==> src/rtl/demo_if.sv <==
// Request/response bus between the demo agent (master) and demo_responder (slave).
// Both channels use valid/ready: a beat transfers on a rising clk edge where valid && ready are both high.
interface demo_if #(
  parameter int ADDR_W = 8,
  parameter int DATA_W = 32
) ();
  logic              req_valid;
  logic              req_ready;
  logic              req_write;
  logic [ADDR_W-1:0] req_addr;
  logic [DATA_W-1:0] req_wdata;
  logic              rsp_valid;
  logic              rsp_ready;
  logic [DATA_W-1:0] rsp_rdata;
  logic              rsp_err;

  modport master (
    output req_valid, req_write, req_addr, req_wdata, rsp_ready,
    input  req_ready, rsp_valid, rsp_rdata, rsp_err
  );

  modport slave (
    input  req_valid, req_write, req_addr, req_wdata, rsp_ready,
    output req_ready, rsp_valid, rsp_rdata, rsp_err
  );
endinterface

==> src/rtl/demo_responder.sv <==
// Responder for the demo request/response bus: in-order request FIFO feeding an
// IDLE/WAIT/RESP engine that executes reads/writes on a register array after RSP_LAT cycles.
module demo_responder #(
  parameter int ADDR_W     = 8,
  parameter int DATA_W     = 32,
  parameter int MEM_DEPTH  = 64,
  parameter int FIFO_DEPTH = 4,
  parameter int RSP_LAT    = 2
) (
  input  logic                          clk,
  input  logic                          rst_n,
  demo_if.slave                         bus,
  output logic [$clog2(FIFO_DEPTH):0]   fifo_cnt,
  output logic [1:0]                    state_dbg
);

  localparam int PTR_W = $clog2(FIFO_DEPTH);
  localparam int CNT_W = PTR_W + 1;
  localparam int LAT_W = $clog2(RSP_LAT + 1);
  localparam int IDX_W = (MEM_DEPTH > 1) ? $clog2(MEM_DEPTH) : 1;
  localparam logic [ADDR_W:0] MEM_LIMIT = (ADDR_W+1)'(MEM_DEPTH);

  typedef enum logic [1:0] {
    IDLE = 2'd0,
    WAIT = 2'd1,
    RESP = 2'd2
  } state_t;

  state_t            state;
  logic [LAT_W-1:0]  lat_cnt;
  logic              w_write;
  logic [ADDR_W-1:0] w_addr;
  logic [DATA_W-1:0] w_wdata;
  logic              rsp_valid_q;
  logic [DATA_W-1:0] rsp_rdata_q;
  logic              rsp_err_q;

  logic [DATA_W-1:0] mem [MEM_DEPTH];

  logic              fifo_write [FIFO_DEPTH];
  logic [ADDR_W-1:0] fifo_addr  [FIFO_DEPTH];
  logic [DATA_W-1:0] fifo_wdata [FIFO_DEPTH];
  logic [PTR_W-1:0]  wr_ptr;
  logic [PTR_W-1:0]  rd_ptr;

  logic full;
  logic empty;
  logic push;
  logic pop;
  logic in_range;

  // No bypass: a slot freed by this cycle's pop is only usable next cycle.
  assign full          = (fifo_cnt == CNT_W'(FIFO_DEPTH));
  assign empty         = (fifo_cnt == '0);
  assign bus.req_ready = rst_n && !full;
  assign push          = bus.req_valid && bus.req_ready;
  assign pop           = (state == IDLE) && !empty;
  assign in_range      = ({1'b0, w_addr} < MEM_LIMIT);

  assign bus.rsp_valid = rsp_valid_q;
  assign bus.rsp_rdata = rsp_rdata_q;
  assign bus.rsp_err   = rsp_err_q;
  assign state_dbg     = state;

  always_ff @(posedge clk or negedge rst_n) begin
    if (!rst_n) begin
      wr_ptr   <= '0;
      rd_ptr   <= '0;
      fifo_cnt <= '0;
    end else begin
      if (push) wr_ptr <= wr_ptr + 1'b1;
      if (pop)  rd_ptr <= rd_ptr + 1'b1;
      if (push && !pop)      fifo_cnt <= fifo_cnt + 1'b1;
      else if (pop && !push) fifo_cnt <= fifo_cnt - 1'b1;
    end
  end

  always_ff @(posedge clk) begin
    if (push) begin
      fifo_write[wr_ptr] <= bus.req_write;
      fifo_addr[wr_ptr]  <= bus.req_addr;
      fifo_wdata[wr_ptr] <= bus.req_wdata;
    end
  end

  always_ff @(posedge clk or negedge rst_n) begin
    if (!rst_n) begin
      state       <= IDLE;
      lat_cnt     <= '0;
      w_write     <= 1'b0;
      w_addr      <= '0;
      w_wdata     <= '0;
      rsp_valid_q <= 1'b0;
      rsp_rdata_q <= '0;
      rsp_err_q   <= 1'b0;
      for (int i = 0; i < MEM_DEPTH; i++) mem[i] <= '0;
    end else begin
      case (state)
        IDLE: begin
          if (!empty) begin
            w_write <= fifo_write[rd_ptr];
            w_addr  <= fifo_addr[rd_ptr];
            w_wdata <= fifo_wdata[rd_ptr];
            lat_cnt <= LAT_W'(RSP_LAT);
            state   <= WAIT;
          end
        end
        WAIT: begin
          lat_cnt <= lat_cnt - 1'b1;
          // Access happens on the last WAIT cycle so the response is ready on entry to RESP.
          if (lat_cnt == LAT_W'(1)) begin
            if (!in_range) begin
              rsp_err_q   <= 1'b1;
              rsp_rdata_q <= '0;
            end else if (w_write) begin
              mem[w_addr[IDX_W-1:0]] <= w_wdata;
              rsp_err_q   <= 1'b0;
              rsp_rdata_q <= '0;
            end else begin
              rsp_err_q   <= 1'b0;
              rsp_rdata_q <= mem[w_addr[IDX_W-1:0]];
            end
            rsp_valid_q <= 1'b1;
            state       <= RESP;
          end
        end
        RESP: begin
          if (bus.rsp_ready) begin
            rsp_valid_q <= 1'b0;
            state       <= IDLE;
          end
        end
        default: state <= IDLE;
      endcase
    end
  end

endmodule

==> src/flat_wrapper.sv <==
// flat-port wrapper written by rule: the top's interface ports become plain ports
module demo_responder_flat 
#(
  parameter int ADDR_W     = 8,
  parameter int DATA_W     = 32,
  parameter int MEM_DEPTH  = 64,
  parameter int FIFO_DEPTH = 4,
  parameter int RSP_LAT    = 2
)
  (clk, rst_n, fifo_cnt, state_dbg, bus_req_valid, bus_req_write, bus_req_addr, bus_req_wdata, bus_rsp_ready, bus_req_ready, bus_rsp_valid, bus_rsp_rdata, bus_rsp_err);
  demo_if #(.ADDR_W(ADDR_W), .DATA_W(DATA_W)) bus_i ();
  input  logic clk;
  input  logic rst_n;
  output logic [$clog2(FIFO_DEPTH):0] fifo_cnt;
  output logic [1:0] state_dbg;
  input wire logic [$bits(bus_i.req_valid)-1:0] bus_req_valid;
  input wire logic [$bits(bus_i.req_write)-1:0] bus_req_write;
  input wire logic [$bits(bus_i.req_addr)-1:0] bus_req_addr;
  input wire logic [$bits(bus_i.req_wdata)-1:0] bus_req_wdata;
  input wire logic [$bits(bus_i.rsp_ready)-1:0] bus_rsp_ready;
  output wire logic [$bits(bus_i.req_ready)-1:0] bus_req_ready;
  output wire logic [$bits(bus_i.rsp_valid)-1:0] bus_rsp_valid;
  output wire logic [$bits(bus_i.rsp_rdata)-1:0] bus_rsp_rdata;
  output wire logic [$bits(bus_i.rsp_err)-1:0] bus_rsp_err;
  assign bus_i.req_valid = bus_req_valid;
  assign bus_i.req_write = bus_req_write;
  assign bus_i.req_addr = bus_req_addr;
  assign bus_i.req_wdata = bus_req_wdata;
  assign bus_i.rsp_ready = bus_rsp_ready;
  assign bus_req_ready = bus_i.req_ready;
  assign bus_rsp_valid = bus_i.rsp_valid;
  assign bus_rsp_rdata = bus_i.rsp_rdata;
  assign bus_rsp_err = bus_i.rsp_err;
  demo_responder #(.ADDR_W(ADDR_W), .DATA_W(DATA_W), .MEM_DEPTH(MEM_DEPTH), .FIFO_DEPTH(FIFO_DEPTH), .RSP_LAT(RSP_LAT)) u_core (.clk(clk), .rst_n(rst_n), .bus(bus_i), .fifo_cnt(fifo_cnt), .state_dbg(state_dbg));
endmodule
==> config.mk <==
export PLATFORM = sky130hd
export DESIGN_NAME = demo_responder_flat
export DESIGN_NICKNAME = d
export VERILOG_FILES = /design/src/rtl/demo_if.sv /design/src/rtl/demo_responder.sv /design/src/flat_wrapper.sv
export SDC_FILE = /design/constraint.sdc
export NUM_CORES = 2
export LEC_CHECK = 0
export ABC_AREA = 1
export CORE_MARGIN = 4
export CORE_UTILIZATION = 45
export CTS_CLUSTER_DIAMETER = 40
export CTS_CLUSTER_SIZE = 28
export DETAILED_ROUTE_END_ITERATION = 6
export GPL_TIMING_DRIVEN = 1
export PLACE_DENSITY_LB_ADDON = 0.1
export REMOVE_ABC_BUFFERS = 1
export SLEW_MARGIN = 20
export SYNTH_ARGS = -nofsm -noshare
export SYNTH_HDL_FRONTEND = slang
export SYNTH_SLANG_ARGS = --single-unit
export TNS_END_PERCENT = 5
==> constraint.sdc <==
create_clock -name clk -period 8.2 [get_ports clk]
set_input_delay 1.64 -clock clk [delete_from_list [all_inputs] [get_ports clk]]
set_output_delay 1.64 -clock clk [all_outputs]
set_load 0.02 [all_outputs]
==> metrics.md <==
| Metric | Value |
|---|---|
| Crit path max fanout | `80` |
| Number of synthesized flops with an enable pin | `164` |
| Congestion Overflow GR | `0` |
| Vias in the first global route | `85200` |
| H-tree Lvls | `5` |
| Tcrit/Tclk final | `0.596` |
| Setup TNS | `0 ns` |
| WP data arrival | `3.25 ns` |
| CTS clock-pin slew for the worst setup and hold paths | `0.05 ns` |
| Synth cell types | `36` |
| Finished Layout Cells | `17000` |
| # DRC | `2` |
| Post-cts resize count | `0` |
| Worst Setup SP | `rst_n` |
| Final setup viols | `0` |
| Clock sinks | `2298` |
| Clock Path Buffers | `4` |
| Violated checks | `design-rule violations` |
| Clock root cell | `clkbuf_16` |
| CP max stage delay | `0.65 ns` |
| Register bit total from synthesis | `2298` |
| Fin. Hold Viols | `0` |
| Wire per inst | `19.8 um` |
| Largest net degree at the start of global routing | `210` |
| Pwr Density | `342 nW/um^2` |
| Post-synth ARST share | `0.929` |
| Critical-path cell list | `buf_16 > inv_1 > a21oi_1 > clkdlybuf4s50_1` |
| Top post-synthesis cells by area | `dfrtp_1, nand2_1, o21ai_0` |
| Initial Util | `0.452` |
| Area fraction of the dominant cell type after synthesis | `0.498` |
| Yosys top cell by area | `dfrtp_1` |
| Vias per cell | `5.19` |
| TritonCTS clock tree | `yes` |
| Gr usage total | `0.274` |
| Total CTS buffers | `391` |
| Syn-to-layout area delta | `15.1%` |
| CP max stage cell | `clkdlybuf4s50_1` |
| First-pass DRT Iterations | `7` |
| Sequential area share after synthesis | `0.543` |
| Row cnt | `179` |
| HPWL after detailed placement | `177000 um` |
| Initial antenna violation count | `15` |
| Placed Cells | `16300` |
| Mapped cell area | `107000 sq um` |
| Leakage power | `58.5 nW` |
| Post-CTS Hold Buffers | `0` |
| # fillers | `22500` |
| Initial DRC count | `9030` |
| Syn_area_per_cell | `7.71 sq um` |
| Worst endpoint required time | `6.56 ns` |
| Hold Worst Slack | `0.474 ns` |
| Crit Path Class | `input pin to output pin` |
| Final #Nets | `13600` |
| Fraction of layout instances using a drive strength above 1 | `0.0816` |
| Worst Skew | `0.0468 ns` |
| Status | `complete, but fails checks` |
| Global-route wire length before repair | `520000 um` |
| Top-Level Pins | `85` |
| Slew headroom | `0.263` |
| Worst-Margin Slew | `1.11 ns` |
| Crit path buf inv count | `3` |
| Number of port buffers | `84` |
| YS warnings | `0` |
| Hold path startpoint | `u_core.mem[432]` |
| Element type at the critical path end | `output pin` |
| Max-cap viol count | `0` |
| Die Height | `496 um` |
| Die X | `496 um` |
| Top delay family on crit path | `buffers and inverters` |
| Placer congestion estimate | `0.807` |
| Clk_lat worst skew | `0.97 ns` |
| Worst reg2reg path startpoint | `u_core.w_addr[0]` |
| Final slew viol count | `0` |
| Die area | `246000 sq um` |
| Final antenna-violating net count | `0` |
| Most used DFF post-synth | `dfrtp_1` |
| Vias | `88500` |
| Total core area | `238000 sq um` |
| Postcts setup bufs | `0` |
| CP startpoint kind | `input pin` |
| Fmax | `205 MHz` |
| Total Wirelength | `337000 um` |
| RSZ-0062 raised after global routing | `no` |
| Tightest Hold Check Type | `flop to flop` |
| Peak VDD IR | `0.333 mV` |
| Post-Syn Instances | `13900` |
| Final min period | `4.89 ns` |
[kinds of logic after synthesis]
kind of cell             Yosys count  synth area share
buffers and inverters           2936             0.103
flip-flops                      2298             0.543
adder cells (fa/ha/maj)            7          0.000886
XOR/XNOR                           4          0.000326
multiplexers                       1          0.000105
AO/OA/AOI/OAI                   2468             0.117
AND/OR/NAND/NOR                 6202             0.235
[Yosys cell counts, types with 7 or more instances]
library cell / count
buf_1: 36
o21ai_0: 2216
inv_1: 1909
clkbuf_1: 949
or2_2: 128
nand3_1: 960
o32ai_1: 40
o211ai_1: 32
nor4_4: 7
o21ai_1: 174
nor3_1: 8
dfrtp_1: 2134
nand2_1: 4756
edfxtp_1: 164
nand4_2: 10
nand2_2: 47
buf_2: 31
nor2_1: 272
[sequential cells by signal, indices dropped and copies added (netlist names), 2 cells and up]
signal	cells
u_core.w_wdata	32
u_core.bus.rsp_rdata	32
u_core.fifo_write	4
u_core.rd_ptr	2
u_core.fifo_cnt	3
u_core.fifo_addr	32
u_core.lat_cnt	2
u_core.mem	2048
u_core.wr_ptr	2
u_core.fifo_wdata	128
u_core.w_addr	8
u_core.state_dbg	2
[per-layer routing]
metal  global-route usage  wire length, um
met2                0.428           150000
met4               0.0899            10400
met1                0.393           155000
met5                    0               13
met3               0.0419            22100
[per-stage QoR]
step	worst slack, ns	total power [mW]	util	cell area, sq um
finish	3.31	42.3	0.520	124000
global placement	3.30	25.8	0.463	110000
floorplan	-50.76	21.1	-	103000
global route	3.20	44.5	0.520	124000
CTS	3.30	42.5	0.519	123000
detailed placement	3.32	25.9	0.463	110000
[power breakdown]
group          total, mW  leakage [nW]  internal [mW]  switching, mW
clock               16.5          6.43           10.4           6.07
combinational       12.7          20.9           3.12           9.61
sequential          13.1          31.2           12.5          0.643
total               42.3          58.5           26.0           16.3
[area by class of cell]
cell class                 instances  area, sq um  share of cell area
inverter                        1916         7210              0.0583
sequential                      2298        58300               0.472
tap                             3167         3960              0.0321
multi-input combinational       8682        38100               0.309
clock inverter                   259         2840              0.0230
timing repair buffer             263         2550              0.0207
clock buffer                     452        10500              0.0849
antenna                            7         17.5            0.000142
[worst paths after layout]
kind | depth (start not counted) | slack [ns] | endpoint
max in group asynchronous | 4 | 4.53 | u_core.mem[1477]
min | 2 | 0.47 | u_core.mem[432]
max | 4 | 3.31 | bus_req_ready
min in group asynchronous | 1 | 0.64 | u_core.mem[1038]
min reg2reg | 2 | 0.47 | u_core.mem[432]
max reg2reg | 11 | 3.86 | u_core.bus.rsp_rdata[2]
[cell usage in the layout, fill, tap and decap left out, types with 5 or more instances in the layout]
master           instances
nor2_1                 265
inv_2                   39
or2_2                  128
diode_2                  7
buf_12                  28
clkinvlp_4              54
o21ai_1                174
bufinv_16               35
clkdlybuf4s50_1         83
inv_6                   52
clkinv_4                37
nand4_1                  5
nand2_2                 47
nor3_2                   8
clkbuf_1                23
o211ai_1                32
inv_8                   21
o32ai_1                 40
clkinv_2                52
nand3_1                960
edfxtp_1               164
nand2_1               4753
o21ai_0               2216
ha_1                     6
nand4_4                 10
buf_4                  151
nor4_4                   7
nor2_4                   9
clkinv_8                 7
dfrtp_1               2131
clkbuf_8                30
inv_1                 1875
clkbuf_16              399
[worst min-delay path: cells and delay by family (launching register included)]
kind             cells  cell delay, ns
AND/OR/NAND/NOR      1            0.05
AO/OA/AOI/OAI        1            0.06
flip-flops           1            0.33
(Power assumes the default switching activity.)
